**config.mk**
```make
export PLATFORM = sky130hd
export DESIGN_NAME = alu_pipe_flat
export DESIGN_NICKNAME = d
export VERILOG_FILES = /design/src/rtl/alu_pkg.sv /design/src/rtl/alu_pipe_if.sv /design/src/rtl/alu_mul_seq.sv /design/src/rtl/alu_pipe.sv /design/src/flat_wrapper.sv
export SDC_FILE = /design/constraint.sdc
export NUM_CORES = 1
export LEC_CHECK = 0
export BUFFER_PORTS_ARGS = -buffer_cell sky130_fd_sc_hd__buf_2
export CORE_ASPECT_RATIO = 1.1
export CORE_MARGIN = 2
export CORE_UTILIZATION = 35
export CTS_CLUSTER_SIZE = 25
export DETAILED_ROUTE_END_ITERATION = 10
export PLACE_DENSITY = 0.5
export SETUP_SLACK_MARGIN = 0.15
export SLEW_MARGIN = 15
export SYNTH_ARGS = -nofsm -noshare
export SYNTH_HDL_FRONTEND = slang
export SYNTH_SLANG_ARGS = --single-unit
export TNS_END_PERCENT = 20
```
**constraint.sdc**
```tcl
create_clock -name clk -period 3.6 [get_ports clk]
set_input_delay 0.18 -clock clk [delete_from_list [all_inputs] [get_ports clk]]
set_output_delay 0.18 -clock clk [all_outputs]
set_load 0.02 [all_outputs]
```
**src/rtl/alu_pkg.sv**
```systemverilog
// Shared opcode, FSM-state and flag-bundle definitions for the pipelined ALU.
package alu_pkg;

    localparam int unsigned OP_W = 4;

    localparam logic [OP_W-1:0] OP_ADD  = 4'b0000;
    localparam logic [OP_W-1:0] OP_SUB  = 4'b0001;
    localparam logic [OP_W-1:0] OP_AND  = 4'b0010;
    localparam logic [OP_W-1:0] OP_OR   = 4'b0011;
    localparam logic [OP_W-1:0] OP_XOR  = 4'b0100;
    localparam logic [OP_W-1:0] OP_SLT  = 4'b0101;
    localparam logic [OP_W-1:0] OP_SLTU = 4'b0110;
    localparam logic [OP_W-1:0] OP_SLL  = 4'b0111;
    localparam logic [OP_W-1:0] OP_SRL  = 4'b1000;
    localparam logic [OP_W-1:0] OP_SRA  = 4'b1001;
    localparam logic [OP_W-1:0] OP_MUL  = 4'b1010;

    typedef enum logic [0:0] {
        ST_IDLE = 1'b0,
        ST_MUL  = 1'b1
    } state_t;

    // Bit positions inside the registered flag bundle
    localparam int unsigned FLG_ZERO  = 0;
    localparam int unsigned FLG_OVF   = 1;
    localparam int unsigned FLG_CARRY = 2;
    localparam int unsigned FLG_NEG   = 3;
    localparam int unsigned FLG_ILL   = 4;
    localparam int unsigned FLAG_W    = 5;

endpackage

```
**src/rtl/alu_pipe_if.sv**
```systemverilog
// Operation/result handshake bundle between register-read, the ALU and writeback.
interface alu_pipe_if #(
    parameter int unsigned WIDTH = 16
);
    import alu_pkg::*;

    logic              in_valid;
    logic              in_ready;
    logic [OP_W-1:0]   in_op;
    logic [WIDTH-1:0]  in_a;
    logic [WIDTH-1:0]  in_b;
    logic              out_valid;
    logic              out_ready;
    logic [WIDTH-1:0]  out_result;
    logic              out_zero;
    logic              out_overflow;
    logic              out_carry;
    logic              out_negative;
    logic              out_illegal;
    logic              busy;

    modport slave (
        input  in_valid, in_op, in_a, in_b, out_ready,
        output in_ready, out_valid, out_result, out_zero, out_overflow,
               out_carry, out_negative, out_illegal, busy
    );

    modport master (
        output in_valid, in_op, in_a, in_b, out_ready,
        input  in_ready, out_valid, out_result, out_zero, out_overflow,
               out_carry, out_negative, out_illegal, busy
    );

endinterface

```
**src/rtl/alu_mul_seq.sv**
```systemverilog
// Iterative unsigned shift-add multiplier, one partial product per cycle.
// Present only when ALU_PIPE_MUL_EN is defined.
`ifdef ALU_PIPE_MUL_EN
module alu_mul_seq #(
    parameter int unsigned WIDTH = 16
) (
    input  logic                 clk,
    input  logic                 rst_n,
    input  logic                 i_start,
    input  logic [WIDTH-1:0]     i_a,
    input  logic [WIDTH-1:0]     i_b,
    output logic                 o_done_c,
    output logic [2*WIDTH-1:0]   o_prod_c
);

    localparam int unsigned SHAMT_W = $clog2(WIDTH);
    localparam int unsigned CNT_W   = SHAMT_W + 1;
    localparam int unsigned PROD_W  = 2 * WIDTH;

    logic [CNT_W-1:0]  r_cnt;
    logic [PROD_W-1:0] r_prod;
    logic [PROD_W-1:0] r_mcand;
    logic [WIDTH-1:0]  r_mplier;
    logic [PROD_W-1:0] w_prod_next;

    assign w_prod_next = r_prod + (r_mplier[0] ? r_mcand : '0);

    // Last iteration is presented combinationally so the top registers it directly
    assign o_done_c = (r_cnt == CNT_W'(1));
    assign o_prod_c = w_prod_next;

    always_ff @(posedge clk or negedge rst_n) begin
        if (!rst_n) begin
            r_cnt    <= '0;
            r_prod   <= '0;
            r_mcand  <= '0;
            r_mplier <= '0;
        end else if (i_start) begin
            r_cnt    <= CNT_W'(WIDTH);
            r_prod   <= '0;
            r_mcand  <= PROD_W'(i_a);
            r_mplier <= i_b;
        end else if (r_cnt != '0) begin
            r_prod   <= w_prod_next;
            r_mcand  <= r_mcand << 1;
            r_mplier <= r_mplier >> 1;
            r_cnt    <= r_cnt - CNT_W'(1);
        end
    end

endmodule
`endif

```
**src/rtl/alu_pipe.sv**
```systemverilog
// Registered ALU with valid/ready handshakes; absorbs writeback stalls.
// Define ALU_PIPE_MUL_EN to build the iterative multiplier (opcode 1010).
module alu_pipe #(
    parameter int unsigned WIDTH = 16
) (
    input  logic       clk,
    input  logic       rst_n,
    alu_pipe_if.slave  bus
);
    import alu_pkg::*;

    localparam int unsigned SHAMT_W = $clog2(WIDTH);

    logic                     w_idle;
    logic                     w_in_ready;
    logic                     w_accept;
    logic                     w_load_single;
    logic                     w_mul_fin;
    logic [WIDTH-1:0]         w_mul_res;
    logic [FLAG_W-1:0]        w_mul_flags;

    logic [WIDTH-1:0]         w_res;
    logic [FLAG_W-1:0]        w_flags;
    logic [WIDTH:0]           w_sum;
    logic [WIDTH:0]           w_diff;
    logic [SHAMT_W-1:0]       w_shamt;
    logic signed [WIDTH-1:0]  w_sra;
    logic                     w_ovf;
    logic                     w_carry;
    logic                     w_ill;

    logic                     r_valid;
    logic [WIDTH-1:0]         r_result;
    logic [FLAG_W-1:0]        r_flags;

    assign w_in_ready = w_idle && (!r_valid || bus.out_ready);
    assign w_accept   = bus.in_valid && w_in_ready;

`ifdef ALU_PIPE_MUL_EN
    state_t              r_state;
    logic                w_is_mul;
    logic                w_mul_start;
    logic                w_mul_done;
    logic [2*WIDTH-1:0]  w_mul_prod;

    assign w_is_mul      = (bus.in_op == OP_MUL);
    assign w_mul_start   = w_accept && w_is_mul;
    assign w_idle        = (r_state == ST_IDLE);
    assign w_load_single = w_accept && !w_is_mul;
    assign w_mul_fin     = (r_state == ST_MUL) && w_mul_done;

    alu_mul_seq #(.WIDTH(WIDTH)) u_mul (
        .clk      (clk),
        .rst_n    (rst_n),
        .i_start  (w_mul_start),
        .i_a      (bus.in_a),
        .i_b      (bus.in_b),
        .o_done_c (w_mul_done),
        .o_prod_c (w_mul_prod)
    );

    assign w_mul_res = w_mul_prod[WIDTH-1:0];

    always_comb begin
        w_mul_flags            = '0;
        w_mul_flags[FLG_ZERO]  = (w_mul_res == '0);
        w_mul_flags[FLG_OVF]   = |w_mul_prod[2*WIDTH-1:WIDTH];
        w_mul_flags[FLG_NEG]   = w_mul_res[WIDTH-1];
    end

    // IDLE -> MUL on multiply accept; back to IDLE with the final iteration
    always_ff @(posedge clk or negedge rst_n) begin
        if (!rst_n) begin
            r_state <= ST_IDLE;
        end else begin
            case (r_state)
                ST_IDLE: if (w_mul_start) r_state <= ST_MUL;
                ST_MUL:  if (w_mul_done)  r_state <= ST_IDLE;
                default: r_state <= ST_IDLE;
            endcase
        end
    end

    assign bus.busy = (r_state != ST_IDLE);
`else
    assign w_idle        = 1'b1;
    assign w_load_single = w_accept;
    assign w_mul_fin     = 1'b0;
    assign w_mul_res     = '0;
    assign w_mul_flags   = '0;
    assign bus.busy      = 1'b0;
`endif

    assign w_sum   = {1'b0, bus.in_a} + {1'b0, bus.in_b};
    assign w_diff  = {1'b0, bus.in_a} - {1'b0, bus.in_b};
    assign w_shamt = bus.in_b[SHAMT_W-1:0];
    assign w_sra   = $signed(bus.in_a) >>> w_shamt;

    // Single-cycle operation decode
    always_comb begin
        w_res   = '0;
        w_ovf   = 1'b0;
        w_carry = 1'b0;
        w_ill   = 1'b0;
        case (bus.in_op)
            OP_ADD: begin
                w_res   = w_sum[WIDTH-1:0];
                w_carry = w_sum[WIDTH];
                w_ovf   = (bus.in_a[WIDTH-1] == bus.in_b[WIDTH-1]) &&
                          (w_sum[WIDTH-1] != bus.in_a[WIDTH-1]);
            end
            OP_SUB: begin
                w_res   = w_diff[WIDTH-1:0];
                w_carry = w_diff[WIDTH];
                w_ovf   = (bus.in_a[WIDTH-1] != bus.in_b[WIDTH-1]) &&
                          (w_diff[WIDTH-1] != bus.in_a[WIDTH-1]);
            end
            OP_AND:  w_res = bus.in_a & bus.in_b;
            OP_OR:   w_res = bus.in_a | bus.in_b;
            OP_XOR:  w_res = bus.in_a ^ bus.in_b;
            OP_SLT:  w_res = WIDTH'($signed(bus.in_a) < $signed(bus.in_b));
            OP_SLTU: w_res = WIDTH'(bus.in_a < bus.in_b);
            OP_SLL:  w_res = bus.in_a << w_shamt;
            OP_SRL:  w_res = bus.in_a >> w_shamt;
            OP_SRA:  w_res = w_sra;
`ifdef ALU_PIPE_MUL_EN
            OP_MUL:  w_ill = 1'b0;
`endif
            default: w_ill = 1'b1;
        endcase
    end

    always_comb begin
        w_flags            = '0;
        w_flags[FLG_ZERO]  = (w_res == '0);
        w_flags[FLG_OVF]   = w_ovf;
        w_flags[FLG_CARRY] = w_carry;
        w_flags[FLG_NEG]   = w_res[WIDTH-1];
        w_flags[FLG_ILL]   = w_ill;
    end

    // Output registers hold while the consumer stalls
    always_ff @(posedge clk or negedge rst_n) begin
        if (!rst_n) begin
            r_valid  <= 1'b0;
            r_result <= '0;
            r_flags  <= '0;
        end else if (w_load_single) begin
            r_valid  <= 1'b1;
            r_result <= w_res;
            r_flags  <= w_flags;
        end else if (w_mul_fin) begin
            r_valid  <= 1'b1;
            r_result <= w_mul_res;
            r_flags  <= w_mul_flags;
        end else if (r_valid && bus.out_ready) begin
            r_valid  <= 1'b0;
        end
    end

    assign bus.in_ready     = w_in_ready;
    assign bus.out_valid    = r_valid;
    assign bus.out_result   = r_result;
    assign bus.out_zero     = r_flags[FLG_ZERO];
    assign bus.out_overflow = r_flags[FLG_OVF];
    assign bus.out_carry    = r_flags[FLG_CARRY];
    assign bus.out_negative = r_flags[FLG_NEG];
    assign bus.out_illegal  = r_flags[FLG_ILL];

endmodule

```
**src/flat_wrapper.sv**
```systemverilog
// flat-port wrapper written by rule: the top's interface ports become plain ports
module alu_pipe_flat import alu_pkg::*;
#(
    parameter int unsigned WIDTH = 16
)
  (clk, rst_n, bus_in_valid, bus_in_op, bus_in_a, bus_in_b, bus_out_ready, bus_in_ready, bus_out_valid, bus_out_result, bus_out_zero, bus_out_overflow, bus_out_carry, bus_out_negative, bus_out_illegal, bus_busy);
  alu_pipe_if #(.WIDTH(WIDTH)) bus_i ();
  input  logic clk;
  input  logic rst_n;
  input wire logic [$bits(bus_i.in_valid)-1:0] bus_in_valid;
  input wire logic [$bits(bus_i.in_op)-1:0] bus_in_op;
  input wire logic [$bits(bus_i.in_a)-1:0] bus_in_a;
  input wire logic [$bits(bus_i.in_b)-1:0] bus_in_b;
  input wire logic [$bits(bus_i.out_ready)-1:0] bus_out_ready;
  output wire logic [$bits(bus_i.in_ready)-1:0] bus_in_ready;
  output wire logic [$bits(bus_i.out_valid)-1:0] bus_out_valid;
  output wire logic [$bits(bus_i.out_result)-1:0] bus_out_result;
  output wire logic [$bits(bus_i.out_zero)-1:0] bus_out_zero;
  output wire logic [$bits(bus_i.out_overflow)-1:0] bus_out_overflow;
  output wire logic [$bits(bus_i.out_carry)-1:0] bus_out_carry;
  output wire logic [$bits(bus_i.out_negative)-1:0] bus_out_negative;
  output wire logic [$bits(bus_i.out_illegal)-1:0] bus_out_illegal;
  output wire logic [$bits(bus_i.busy)-1:0] bus_busy;
  assign bus_i.in_valid = bus_in_valid;
  assign bus_i.in_op = bus_in_op;
  assign bus_i.in_a = bus_in_a;
  assign bus_i.in_b = bus_in_b;
  assign bus_i.out_ready = bus_out_ready;
  assign bus_in_ready = bus_i.in_ready;
  assign bus_out_valid = bus_i.out_valid;
  assign bus_out_result = bus_i.out_result;
  assign bus_out_zero = bus_i.out_zero;
  assign bus_out_overflow = bus_i.out_overflow;
  assign bus_out_carry = bus_i.out_carry;
  assign bus_out_negative = bus_i.out_negative;
  assign bus_out_illegal = bus_i.out_illegal;
  assign bus_busy = bus_i.busy;
  alu_pipe #(.WIDTH(WIDTH)) u_core (.clk(clk), .rst_n(rst_n), .bus(bus_i));
endmodule
```
* After elaboration in Yosys (flattened, before gate mapping) *
Index checks and enable logic that the tools add are counted.

word-level totals
  word-level logic and storage cells = 42
  output and inout port bits = 24
  flip-flop bits (word level) = 22
  bits of input ports = 40

operators by class
  shift-type cells = 3
  bitwise gates (word level) = 3
  add/subtract/negate cells = 2
  equal/unequal tests = 13
  mux-type cells = 6
  reduce and logical (&&, ||, !) cells = 10
  order comparisons = 2

operators with widths
  cell                  count
  $pmux W16 S10         1
  $lt A16 B16 Y1        2
  $add A16 B16 Y17      1
  $sub A16 B16 Y17      1
  $and A16 B16 Y16      1
  $eq A4 B3 Y1 const B  4
  $logic_not A16 Y1     1
  $or A16 B16 Y16       1
  $shl A16 B4 Y16       1
  $shr A16 B4 Y16       1
  $sshr A16 B4 Y16      1
  $xor A16 B16 Y16      1
  $reduce_or A10 Y1     1
  $eq A4 B2 Y1 const B  2
  $eq A4 B4 Y1 const B  2
  $eq A4 B1 Y1 const B  1
  $logic_and A1 B1 Y1   4
  $logic_not A4 Y1      1
  $pmux W1 S2           2
  $mux W1               3
  $ne A1 B1 Y1          3
  $reduce_bool A2 Y1    1
  $eq A1 B1 Y1          1
  $logic_not A1 Y1      1
  $logic_or A1 B1 Y1    1

* Depth between registers and ports, before layout *
Gate-level depths: netlist of run 1.

  depth in word-level cells = 4
  gate-level depth with buffers = 15

* Worst setup path after synthesis of run 1 *
Ideal clock, no wire load.

  path type = input -> register
  from = input bus_in_b[2]
  to = register u_core.r_flags[0]
  data required time = 3479 ps
  arrival = 3124 ps
  cell stages on the path = 15
  path slack = 355 ps
  path buffers = 4
  cells stage by stage = buf_2 clkinv_1 buf_2 buf_2 ha_1 buf_2 a211oi_1 o21ai_1 a41oi_1 o31ai_1 o311ai_1 a31o_2 a22oi_1 and4_1 a32o_2

on the way
  longest elaborated chain between the ends = 3
  elaborated cells on any way between the ends = 12

RTL lines
  what                                      RTL line            source
  start, declared                           flat_wrapper.sv:13  input wire logic [$bits(bus_i.in_b)-1:0] bus_in_b;
  $sub A16 B16 Y17 (tied with other cells)  alu_pipe.sv:95      assign w_diff = {1'b0, bus.in_a} - {1'b0, bus.in_b};
  $pmux W16 S10 (*)                         alu_pipe.sv:105     case (bus.in_op)
  $logic_not A16 Y1 (*)                     alu_pipe.sv:135     w_flags[FLG_ZERO] = (w_res == '0);
  end signal, assigned                      alu_pipe.sv:151     r_flags <= w_flags;
  end signal, assigned                      alu_pipe.sv:155     r_flags <= w_mul_flags;
  end, declared                             alu_pipe.sv:34      logic [FLAG_W-1:0] r_flags;

Every way passes the cells marked *; elsewhere a longest branch is shown, timed or not.
A chain may end at the register's enable or synchronous reset.

* Worst setup path in the final report of run 1 *
  from = input bus_in_a[0]
  to = register u_core.r_flags[0]

on the way
  longest elaborated chain between the ends = 3
  elaborated cells on any way between the ends = 12

RTL lines
  what                                      RTL line            source
  start, declared                           flat_wrapper.sv:12  input wire logic [$bits(bus_i.in_a)-1:0] bus_in_a;
  $sub A16 B16 Y17 (tied with other cells)  alu_pipe.sv:95
  $pmux W16 S10 (*)                         alu_pipe.sv:105
  $logic_not A16 Y1 (*)                     alu_pipe.sv:135

Marks and branches as above.

==> results by group, run 1 <==
Clock tree
  – Post-CTS setup buffer count: 0
  – Clock tree sinks: 21
  – Clock transition at the registers of the reported paths: 0.05 ns
  – CTS tree: built
  – CTS HTree Levels: 1
  – Buffer type at the clock tree root: sky130_fd_sc_hd__clkbuf_16
  – Number of buffers created by CTS: 3
  – Clock Latency Late Sink: 0.25 ns
  – Buffer depth of the longest clock path: 2

Detailed routing
  – Final routed wirelength across all metal layers: 19800 µm
  – Detail Route Antenna Nets: 0
  – Number of iterations in the first detailed-routing pass: 7
  – Wire per inst: 22.5 µm
  – Vias per cell: 6.25
  – Number of remaining DRC errors: 0
  – Overall via count from detail_route: 5503
  – Detailed Route Iter0 Violations: 493

Global route
  – Vias in the first global route: 5236
  – Total grt overflow: 0
  – Total routing usage reported by global routing: 25.5%
  – First-pass GRT wire length: 30300 µm
  – Initial antenna violation count: 0
  – Largest net degree at the start of global routing: 47

Final layout
  – Layout Area Growth over Synthesis: 12.3%
  – Total Nets Final: 789
  – Ratio of cells with drive above 1 in the final layout: 19.9%
  – Diode insertion count for antenna repair: 0
  – Final Instance Count excl. Fillers: 881

Worst setup path
  – Critical Path RT: 3.79 ns
  – Worst setup EP type: register
  – Critical register-to-register path startpoint: u_core.bus.out_valid$_DFFE_PN0P_
  – Largest fanout on the critical path: 6
  – Crit path kind: input pin to register
  – Reg2reg setup slack: 1.42 ns
  – Crit path from: bus_in_a[0]
  – Startpoint types: input pin
  – WP data arrival: 3.35 ns

Power
  – Static Leakage: 2.49 nW
  – IR Drop Worst-Case VDD: 0.118 mV
  – Power density of the placed cells: 235 nW/µm²

Placed design
  – Detailed-placement wirelength estimate: 15700 µm
  – Cell count after placement: 876
  – Total of buffers placed on input and output ports: 62
  – Setup slack at placement: 0.143 ns
  – Final Wtd Congestion: 0.961

Flow run
  – Max_cap viols: 0

Floorplan
  – Vertical die dimension: 129 µm
  – Standard-cell row count: 45
  – Number of top-level pins: 64
  – Die outline width: 118 µm
  – Initial Utilization: 36.0%
  – Die Area: 15200 µm²
  – Placeable Area: 13900 µm²

STA
  – Setup repair after global routing missed its margin: no
  – Slew @ Worst Pin: 0.834 ns
  – Hold violation total from the final report: 0
  – Number of max-slew violations in the final report: 0
  – Max-Slew Margin vs Limit: 44.3%
  – Total Neg Setup Slack: 0 ns
  – Setup violations, final: 0
  – Final Critical Period: 3.17 ns
  – Min setup slack post-route: 0.433 ns
  – Fin crit share: 88.0%
  – Fmax: 316 MHz
  – Worst setup skew after layout: 0.00201 ns

Outcome
  – Result of the run: completed

Logic synthesis
  – Post-Syn Instances: 649
  – Count of distinct cell types in the synthesized netlist: 89
  – Synthesized area per cell: 7.68 µm²
  – Asr flop ratio synth: 100%
  – Prevailing post-synth register cell: sky130_fd_sc_hd__dfrtp_1
  – Post-synthesis instance area: 4990 µm²
  – Post-Synthesis Net Count: 744
  – Number of enable-type register cells in the synthesized netlist: 0
  – Yosys warnings: 0
  – Total of flip-flops plus latches after synthesis: 21
  – Share of the yosys chip area belonging to registers: 10.5%

Worst hold path
  – Hold path start: bus_in_valid
  – Class of the tightest hold or removal check: input pin to register
## sequential cells by signal, indices dropped and copies added (netlist names)
register,cells
u_core.bus.out_result,15
u_core.r_flags,5
u_core.bus.out_valid,1
## kinds of logic after synthesis
kind of cell	Yosys count	share of synthesized area, %
compound gates	212	29.8
xor+xnor	6	1.05
fa+ha+maj	55	14.1
buf+inv	99	8.68
flops	21	10.5
mux	49	15.2
other cells	1	0.0752
simple gates	206	20.6
## power breakdown
part | internal [mW] | total, mW | leakage [nW] | switching (mW)
Combinational | 0.298 | 0.798 | 2.19 | 0.501
Sequential | 0.273 | 0.291 | 0.266 | 0.0183
Clock | 0.151 | 0.228 | 0.0382 | 0.0770
Total | 0.721 | 1.32 | 2.49 | 0.596
## path summary, 6_finish.rpt
kind / cells past startpoint / end
min: 2 / u_core.bus.out_valid$_DFFE_PN0P_
min reg2reg: 2 / u_core.bus.out_result[5]$_DFFE_PN0P_
max: 13 / u_core.r_flags[0]$_DFFE_PN0P_
min in group asynchronous: 2 / u_core.bus.out_result[11]$_DFFE_PN0P_
max reg2reg: 9 / u_core.r_flags[0]$_DFFE_PN0P_
max in group asynchronous: 2 / u_core.r_flags[3]$_DFFE_PN0P_
## what timing repair did
item / in CTS / in global routing
hold endpoints to repair: 21 / 0
setup endpoints to repair: 0 / 0
gates resized for setup: 0 / 0
hold buffers: 1 / 0
## synth_stat cells, types with 3 or more instances
cell type                   count  area [µm²]
sky130_fd_sc_hd__buf_2         16        80.1
sky130_fd_sc_hd__nand3_1       11        55.1
sky130_fd_sc_hd__mux2i_1       19         190
sky130_fd_sc_hd__o21ba_2        3        30.0
sky130_fd_sc_hd__nor2b_1       12        75.1
sky130_fd_sc_hd__and3_1         6        37.5
sky130_fd_sc_hd__nand2_1       76         285
sky130_fd_sc_hd__a311oi_1       3        26.3
sky130_fd_sc_hd__ha_1          53         663
sky130_fd_sc_hd__mux4_1         3        78.8
sky130_fd_sc_hd__a22oi_1        7        52.6
sky130_fd_sc_hd__buf_6          3        33.8
sky130_fd_sc_hd__o2111ai_1      3        26.3
sky130_fd_sc_hd__o21bai_1      10        75.1
sky130_fd_sc_hd__o221ai_1       7        61.3
sky130_fd_sc_hd__buf_4          5        37.5
sky130_fd_sc_hd__nor4_1         6        37.5
sky130_fd_sc_hd__o21ai_0       45         225
sky130_fd_sc_hd__o31ai_1        3        22.5
sky130_fd_sc_hd__clkbuf_1      27         101
sky130_fd_sc_hd__o311ai_0       3        26.3
sky130_fd_sc_hd__a21oi_1       41         205
sky130_fd_sc_hd__nand4_1        7        43.8
sky130_fd_sc_hd__mux2_2        10         113
sky130_fd_sc_hd__xor2_1         4        35.0
sky130_fd_sc_hd__and2_1         7        43.8
sky130_fd_sc_hd__nor3_1        10        50.1
sky130_fd_sc_hd__nand2b_1       7        43.8
sky130_fd_sc_hd__nor2_1        42         158
sky130_fd_sc_hd__o31a_1         3        26.3
sky130_fd_sc_hd__or3_1          3        18.8
sky130_fd_sc_hd__inv_1         44         165
sky130_fd_sc_hd__a221oi_1       3        26.3
sky130_fd_sc_hd__o211ai_1       8        60.1
sky130_fd_sc_hd__dfrtp_1       21         526
sky130_fd_sc_hd__a21o_1         5        37.5
sky130_fd_sc_hd__a31oi_1        9        56.3
sky130_fd_sc_hd__a211oi_1      14         105
sky130_fd_sc_hd__o22a_1         3        26.3
sky130_fd_sc_hd__mux4_2        16         360
sky130_fd_sc_hd__a221o_1        6        60.1
## cell usage in the layout (no fill, tap or decap), types with 16 or more instances in the layout
master                    count
sky130_fd_sc_hd__inv_1       44
sky130_fd_sc_hd__dfrtp_1     21
sky130_fd_sc_hd__a21oi_1     41
sky130_fd_sc_hd__buf_2       62
sky130_fd_sc_hd__o21ai_0     45
sky130_fd_sc_hd__ha_1        53
sky130_fd_sc_hd__mux4_2      16
sky130_fd_sc_hd__nor2_1      42
sky130_fd_sc_hd__mux2i_1     19
sky130_fd_sc_hd__buf_4       29
sky130_fd_sc_hd__nand2_1     76
## metal layers
layer / vias up / GRT usage [%] / part of all wire (%)
met5: - / 0 / 0
met4: 0 / 7.30 / 2.3
met3: 39 / 3.35 / 7.1
met2: 276 / 44.2 / 47
met1: 2672 / 33.5 / 43
li1: 2516 / - / -
## stage by stage
stage                     area [µm²]  hold WS, ns  util [%]  total power [mW]
after global placement          5510        0.152      39.8              1.08
after detailed placement        5510        0.156      39.8              1.08
final                           5600        0.146      40.4              1.32
after CTS                       5600        0.144      40.4              1.32
after floorplan                 4990       -0.116         -             0.811
after global routing            5600        0.152      40.4              1.41
## critical path, cell delays in order
cell                        delay (ns)
sky130_fd_sc_hd__buf_2            0.14
sky130_fd_sc_hd__inv_1            0.07
sky130_fd_sc_hd__ha_1             0.21
sky130_fd_sc_hd__fa_1             0.42
sky130_fd_sc_hd__o21ba_2          0.23
sky130_fd_sc_hd__o221ai_1         0.32
sky130_fd_sc_hd__o2111ai_1        0.24
sky130_fd_sc_hd__a21oi_2          0.29
sky130_fd_sc_hd__o21ai_0          0.14
sky130_fd_sc_hd__and4b_1          0.24
sky130_fd_sc_hd__a2111oi_1        0.43
sky130_fd_sc_hd__and4_1           0.27
sky130_fd_sc_hd__a32o_2           0.16
## cell type report
class	count	area, µm²
Fill cell	1507	8250
Multi-Input combinational cell	529	4050
Sequential cell	21	526
Tap cell	188	235
Inverter	47	176
Timing Repair Buffer	92	538
Clock buffer	4	78.8
Note: power is estimated with default switching activity, not from simulation.
==> run 2: changes to the inputs <==
--- a/config.mk
+++ b/config.mk
@@ -7,14 +7,14 @@
 export LEC_CHECK = 0
 export BUFFER_PORTS_ARGS = -buffer_cell sky130_fd_sc_hd__buf_2
 export CORE_ASPECT_RATIO = 1.1
-export CORE_MARGIN = 2
 export CORE_UTILIZATION = 35
 export CTS_CLUSTER_SIZE = 25
 export DETAILED_ROUTE_END_ITERATION = 10
-export PLACE_DENSITY = 0.5
+export PLACE_DENSITY = 0.52
 export SETUP_SLACK_MARGIN = 0.15
 export SLEW_MARGIN = 15
 export SYNTH_ARGS = -nofsm -noshare
 export SYNTH_HDL_FRONTEND = slang
+export SYNTH_HIERARCHICAL = 1
 export SYNTH_SLANG_ARGS = --single-unit
 export TNS_END_PERCENT = 20
==> constraint.sdc (replaced) <==
create_clock -name clk -period 2.6 [get_ports clk]
set_input_delay 0.13 -clock clk [delete_from_list [all_inputs] [get_ports clk]]
set_output_delay 0.13 -clock clk [all_outputs]
set_load 0.02 [all_outputs]
==> results by group, run 2 <==
Outcome
  – Result of the run: finished with violations
  – Violations in the final reports: negative setup slack

Worst setup path
  – Critical Path RT: 2.79 ns
  – Bufs and invs on worst path: 3
  – Crit-path slowest cell: sky130_fd_sc_hd__or4_4
  – Reg2reg setup slack: 0.39 ns
  – Slowest Stage Delay on Critical Path: 0.45 ns
  – Largest fanout on the critical path: 5
  – Cell class contributing the biggest share of worst-path delay: simple AND/OR/NAND/NOR gates
  – Worst setup EP type: register
  – Crit path kind: input pin to register
  – Ordered cell list for the critical path: buf_2, inv_2, ha_4, nor2b_1, or4_4, o21ai_4, o22a_1, a31oi_2, a2111oi_2, buf_4, nand4_1, nor4_2, a32o_2
  – WP data arrival: 2.79 ns
  – Startpoint types: input pin

Final layout
  – Ratio of cells with drive above 1 in the final layout: 46.4%
  – Flip-flop count of the largest register, all copies and words added: 15
  – Summed area of non-filler cells in the final layout: 7930 µm²
  – Most frequent standard cell in the layout excluding fill and tap cells: sky130_fd_sc_hd__buf_4
  – Total Nets Final: 1011
  – Diode insertion count for antenna repair: 0
  – Highest-count cells in the layout ignoring fill and taps: sky130_fd_sc_hd__buf_4 (233), sky130_fd_sc_hd__nand2_1 (65), sky130_fd_sc_hd__buf_2 (52)
  – Layout Area Growth over Synthesis: 53.5%
  – Final Instance Count excl. Fillers: 1111

Logic synthesis
  – Yosys warnings: 6
  – Prevailing post-synth register cell: sky130_fd_sc_hd__dfrtp_1
  – Number of enable-type register cells in the synthesized netlist: 0
  – Most common cell in the synthesized netlist: sky130_fd_sc_hd__nand2_1
  – Total of flip-flops plus latches after synthesis: 21
  – Post-synth top area share: 11.9%
  – Most common library cells after synthesis: sky130_fd_sc_hd__nand2_1 (65), sky130_fd_sc_hd__ha_1 (49), sky130_fd_sc_hd__nor2_1 (48)
  – Share of the yosys chip area belonging to registers: 10.2%
  – Count of distinct cell types in the synthesized netlist: 85
  – Top area cells in the synthesized netlist: sky130_fd_sc_hd__ha_1 (12%), sky130_fd_sc_hd__dfrtp_1 (10%), sky130_fd_sc_hd__mux4_2 (8.7%)
  – Post-Synthesis Net Count: 753
  – Post-synthesis instance area: 5170 µm²
  – Asr flop ratio synth: 100%
  – Post-Syn Instances: 662
  – Synthesized area per cell: 7.81 µm²
  – Cell accounting for the most synthesized area: sky130_fd_sc_hd__ha_1

Placed design
  – Detailed-placement wirelength estimate: 18400 µm
  – Cell count after placement: 1080
  – Final Wtd Congestion: 0.961
  – Total of buffers placed on input and output ports: 62
  – Area post-placement: 7160 µm²

Clock tree
  – Clock Latency Late Sink: 0.25 ns
  – CTS HTree Levels: 1
  – Number of buffers created by CTS: 3
  – Buffer depth of the longest clock path: 2
  – Clock tree sinks: 21
  – CTS tree: built
  – Buffer type at the clock tree root: sky130_fd_sc_hd__clkbuf_16
  – Clock transition at the registers of the reported paths: 0.05 ns

STA
  – Fmax: 385 MHz
  – Hold violation total from the final report: 0
  – Setup repair after global routing missed its margin: yes
  – Fin crit share: 100%
  – Worst setup skew after layout: 0.00156 ns
  – Number of max-slew violations in the final report: 0
  – Final Critical Period: 2.60 ns
  – Setup violations, final: 1
  – Min setup slack post-route: -0.000498 ns
  – Slew @ Worst Pin: 0.788 ns
  – Max-Slew Margin vs Limit: 47.3%

Global route
  – Total grt overflow: 0
  – First-pass GRT wire length: 34700 µm
  – Total routing usage reported by global routing: 28.9%
  – Initial antenna violation count: 0
  – Largest net degree at the start of global routing: 30
  – Vias in the first global route: 6287

Floorplan
  – Vertical die dimension: 129 µm
  – Initial Utilization: 35.8%
  – Standard-cell row count: 46
  – Number of top-level pins: 64
  – Die outline width: 118 µm
  – Die Area: 15300 µm²
  – Placeable Area: 14400 µm²

Detailed routing
  – Vias per cell: 5.78
  – Overall via count from detail_route: 6422
  – Number of iterations in the first detailed-routing pass: 5
  – Final routed wirelength across all metal layers: 22600 µm
  – Detail Route Antenna Nets: 0
  – Detailed Route Iter0 Violations: 424
  – Number of remaining DRC errors: 0
  – Wire per inst: 20.4 µm

Power
  – IR Drop Worst-Case VDD: 0.149 mV
  – Power density of the placed cells: 294 nW/µm²
  – Static Leakage: 3.61 nW

Flow run
  – Max_cap viols: 0

Worst hold path
  – Class of the tightest hold or removal check: input pin to register
-- run 2: cell families after synthesis --
| logic type | count (synthesis) | share of synthesized area (%) |
|---|---|---|
| simple gates | 224 | 22.5 |
| compound gates | 208 | 28.3 |
| buf+inv | 99 | 9.15 |
| mux | 57 | 16.9 |
| fa+ha+maj | 51 | 12.6 |
| flops | 21 | 10.2 |
| other cells | 1 | 0.0726 |
| xor+xnor | 1 | 0.170 |
-- run 2: worst register-to-register path, delay by kind of cell (launching register included) --
family           cells  cell delay (ns)
AO/OA/AOI/OAI        2             0.36
flip-flops           1             0.37
AND/OR/NAND/NOR      6             1.43
-- run 2: path summary, 6_finish.rpt --
| check | start | to | cells after the start |
|---|---|---|---|
| setup / recovery | bus_in_a[4] | u_core/r_flags[0]$_DFFE_PN0P_ | 13 |
| hold / removal | bus_in_valid | u_core/bus.out_valid$_DFFE_PN0P_ | 2 |
| setup reg to reg | u_core/bus.out_valid$_DFFE_PN0P_ | u_core/r_flags[0]$_DFFE_PN0P_ | 8 |
| hold reg to reg | u_core/bus.out_result[13]$_DFFE_PN0P_ | u_core/bus.out_result[13]$_DFFE_PN0P_ | 2 |
| max in group asynchronous | rst_n | u_core/r_flags[1]$_DFFE_PN0P_ | 2 |
| min in group asynchronous | rst_n | u_core/bus.out_valid$_DFFE_PN0P_ | 2 |
-- run 2: final cells by class --
cell class | instances | area, µm²
Fill cell | 1407 | 6520
Sequential cell | 21 | 526
Clock buffer | 4 | 78.8
Tap cell | 192 | 240
Multi-Input combinational cell | 542 | 4580
Inverter | 47 | 194
Timing Repair Buffer | 305 | 2310
-- run 2: per-layer routing --
metal	track usage, %	up-vias	routed length [µm]
met2	50.8	249	10900
met4	10.7	0	765
met3	1.98	42	1200
met1	37.4	3101	9750
li1	-	3030	-
met5	0	-	0
-- run 2: where the power goes --
group	internal [mW]	total, mW	switching, mW	leakage, nW
combinational	0.773	1.61	0.840	3.30
clock	0.209	0.316	0.108	0.0382
sequential	0.381	0.405	0.0244	0.264
-- run 2: timing repair --
action                                  CTS  global route
buffers inserted                          4            20
endpoints found under the setup margin    9             9
endpoints found under the hold margin    21             0
pin swaps                                14            39
hold buffers                              1             0
gates resized for setup                  24            84
gates cloned                              0             2
-- run 2: stage by stage --
step | utilization [%] | power [mW] | hold slack, ns | TNS (ns) | worst slack, ns
2_1_floorplan | - | 1.19 | -0.166 | 0 | 0.0252
3_3_place_gp | 49.5 | 1.82 | 0.0967 | -2.09 | -0.412
3_5_place_dp | 49.5 | 1.84 | 0.102 | -2.59 | -0.563
5_1_grt | 54.9 | 2.49 | 0.111 | -0.130 | -0.128
6_report | 54.9 | 2.34 | 0.0980 | -0.000498 | -0.000498
4_1_cts | 51.1 | 2.20 | 0.0958 | -0.297 | -0.130
==> run 3: changes to the inputs <==
--- a/config.mk
+++ b/config.mk
@@ -6,11 +6,13 @@
 export NUM_CORES = 1
 export LEC_CHECK = 0
 export BUFFER_PORTS_ARGS = -buffer_cell sky130_fd_sc_hd__buf_2
+export CELL_PAD_IN_SITES_DETAIL_PLACEMENT = 0
+export CELL_PAD_IN_SITES_GLOBAL_PLACEMENT = 1
 export CORE_ASPECT_RATIO = 1.1
 export CORE_UTILIZATION = 35
 export CTS_CLUSTER_SIZE = 25
 export DETAILED_ROUTE_END_ITERATION = 10
-export PLACE_DENSITY = 0.52
+export PLACE_DENSITY = 0.67
 export SETUP_SLACK_MARGIN = 0.15
 export SLEW_MARGIN = 15
 export SYNTH_ARGS = -nofsm -noshare
==> results by group, run 3 (same netlist as run 2, synthesis figures left out) <==
Worst hold path
  – Class of the tightest hold or removal check: input pin to register
  – Hold depth: 2
  – Worst Hold Path EP: u_core/bus.out_valid$_DFFE_PN0P_
  – Hold path start: bus_in_valid

Final layout
  – Highest-count cells in the layout ignoring fill and taps: sky130_fd_sc_hd__buf_4 (209), sky130_fd_sc_hd__nand2_1 (65), sky130_fd_sc_hd__buf_2 (61)
  – Post-Route Utilization: 50.3%
  – Most frequent standard cell in the layout excluding fill and tap cells: sky130_fd_sc_hd__buf_4
  – Summed area of non-filler cells in the final layout: 7270 µm²
  – Diode insertion count for antenna repair: 0
  – Layout Area Growth over Synthesis: 40.7%
  – Fill cell total of the finished layout: 1464
  – Ratio of cells with drive above 1 in the final layout: 40.0%
  – Total Nets Final: 980
  – Flip-flop count of the largest register, all copies and words added: 15

Floorplan
  – Initial Utilization: 35.8%
  – Vertical die dimension: 129 µm
  – Standard-cell row count: 46
  – Number of top-level pins: 64
  – Placeable Area: 14400 µm²
  – Die Area: 15300 µm²
  – Die outline width: 118 µm

Detailed routing
  – Detailed Route Iter0 Violations: 393
  – Number of remaining DRC errors: 0
  – Vias per cell: 5.87
  – Number of iterations in the first detailed-routing pass: 5
  – Overall via count from detail_route: 6339
  – Final routed wirelength across all metal layers: 22600 µm
  – Detail Route Antenna Nets: 0
  – Wire per inst: 20.9 µm

Placed design
  – Area post-placement: 7090 µm²
  – Final Wtd Congestion: 0.968
  – Detailed-placement wirelength estimate: 19000 µm
  – Total of buffers placed on input and output ports: 62

Global route
  – Initial antenna violation count: 0
  – Total routing usage reported by global routing: 29.5%
  – Total grt overflow: 0
  – First-pass GRT wire length: 34900 µm
  – Vias in the first global route: 6225
  – Largest net degree at the start of global routing: 30

Worst setup path
  – Ordered cell list for the critical path: buf_2, inv_1, ha_2, inv_1, fa_2, nor2b_1, o211a_1, a211o_1, o41ai_4, buf_4, o31ai_2, a221o_1, a21oi_2, a32o_2
  – Logic depth of the worst register-to-register path: 8
  – Critical register-to-register path startpoint: u_core/bus.out_valid$_DFFE_PN0P_
  – Crit path kind: input pin to register
  – Reg2reg setup slack: 0.53 ns
  – Worst setup EP type: register
  – Startpoint types: input pin
  – Critical Path RT: 2.79 ns
  – Largest fanout on the critical path: 3
  – Crit path top cell by count: sky130_fd_sc_hd__inv_1
  – Slowest Stage Delay on Critical Path: 0.37 ns
  – Reg2Reg Capture Point: u_core/r_flags[0]$_DFFE_PN0P_
  – Crit-path slowest cell: sky130_fd_sc_hd__fa_2
  – WP data arrival: 2.93 ns

Clock tree
  – CTS tree: built
  – Buffer type at the clock tree root: sky130_fd_sc_hd__clkbuf_16
  – Number of buffers created by CTS: 3
  – CTS HTree Levels: 1
  – Clock tree sinks: 21
  – Post-CTS setup buffer count: 0
  – Clock Latency Late Sink: 0.25 ns
  – Clock transition at the registers of the reported paths: 0.05 ns
  – Buffer depth of the longest clock path: 2

STA
  – Max-Slew Margin vs Limit: 54.0%
  – Final Critical Period: 2.74 ns
  – Setup violations, final: 3
  – Number of max-slew violations in the final report: 0
  – Fmax: 366 MHz
  – Min setup slack post-route: -0.135 ns
  – Slew @ Worst Pin: 0.681 ns
  – Setup repair after global routing missed its margin: yes
  – Hold violation total from the final report: 0
  – Fin crit share: 105%
  – Worst setup skew after layout: 0.000776 ns

Power
  – Part of the power in combinational logic: 67.2%
  – Sw power: 934 µW
  – Internal power: 1.27 mW
  – Part of the total power dissipated in the clock network: 14.4%
  – Proportion of total power due to net switching: 42.3%
  – Power density of the placed cells: 304 nW/µm²
  – IR Drop Worst-Case VDD: 0.158 mV
  – Static Leakage: 3.39 nW
  – Relative contribution of sequential cells to total power: 18.4%

Flow run
  – Max_cap viols: 0

Outcome
  – Result of the run: finished with violations
  – Violations in the final reports: negative setup slack
==> run 3: changes by cell type in the layout (fill, tap and decap cells not counted), sizes merged <==
| cell | previous run | this run |
|---|---|---|
| buf | 298 | 272 |
| clkbuf | 10 | 5 |
==> run 3: power by group through the flow <==
stage | logic, mW | registers (mW) | clock network, mW
after global routing | 1.60 | 0.415 | 0.341
after floorplan | 0.707 | 0.482 | 0
after global placement | 1.42 | 0.410 | 0
after CTS | 1.45 | 0.409 | 0.325
after detailed placement | 1.43 | 0.414 | 0
final | 1.48 | 0.407 | 0.317
==> run 3: how the worst max path moves through the flow <==
| stage | from | to | slack, ns | cells after the start |
|---|---|---|---|---|
| floorplan | bus_in_b[2] | u_core/r_flags[0]$_DFFE_PN0P_ | 0.03 | 14 |
| global placement | bus_in_a[0] | u_core/r_flags[0]$_DFFE_PN0P_ | -0.54 | 14 |
| detailed placement | bus_in_a[0] | u_core/r_flags[0]$_DFFE_PN0P_ | -0.55 | 14 |
| CTS | bus_in_a[0] | u_core/r_flags[0]$_DFFE_PN0P_ | -0.13 | 14 |
| global route | bus_in_a[0] | u_core/r_flags[0]$_DFFE_PN0P_ | -0.26 | 14 |
| finish | bus_in_a[0] | u_core/r_flags[0]$_DFFE_PN0P_ | -0.14 | 14 |
==> run 3: area by class of cell <==
type	count	area (µm²)	share of cell area (%)
Clock buffer	4	78.8	1.08
Timing Repair Buffer	274	1930	26.6
Tap cell	192	240	3.30
Multi-Input combinational cell	542	4320	59.4
Inverter	47	179	2.46
Sequential cell	21	526	7.23
==> run 3: critical path: cells and delay by family <==
kind | cells | cell delay (ns)
buffers and inverters | 4 | 0.44
AOI/OAI and AO/OA | 7 | 1.64
and+or+nand+nor | 1 | 0.17
adders and majority gates | 2 | 0.55
==> run 3: layer usage <==
layer	global-route usage (%)	vias up	part of all wire [%]
li1	-	2970	-
met1	37.6	3048	43
met2	52.7	271	48
met3	2.11	50	5.9
met4	10.6	0	3.5
met5	0	-	0
==> run 3: metrics by stage <==
stage,instances,setup TNS [ns],hold slack (ns),setup WS [ns],power [mW]
floorplan,662,0,-0.166,0.0252,1.19
global placement,1075,-2.64,0.0950,-0.543,1.83
detailed placement,1075,-2.80,0.0986,-0.546,1.85
CTS,1080,-0.293,0.102,-0.134,2.18
global route,1080,-0.836,0.104,-0.262,2.35
finish,1080,-0.315,0.104,-0.135,2.21
==> run 3: what timing repair did <==
item,CTS,global route
resized for setup,9,17
hold buffers,1,0
pin swaps,2,2
hold endpoints to repair,21,0
endpoints found under the setup margin,9,12
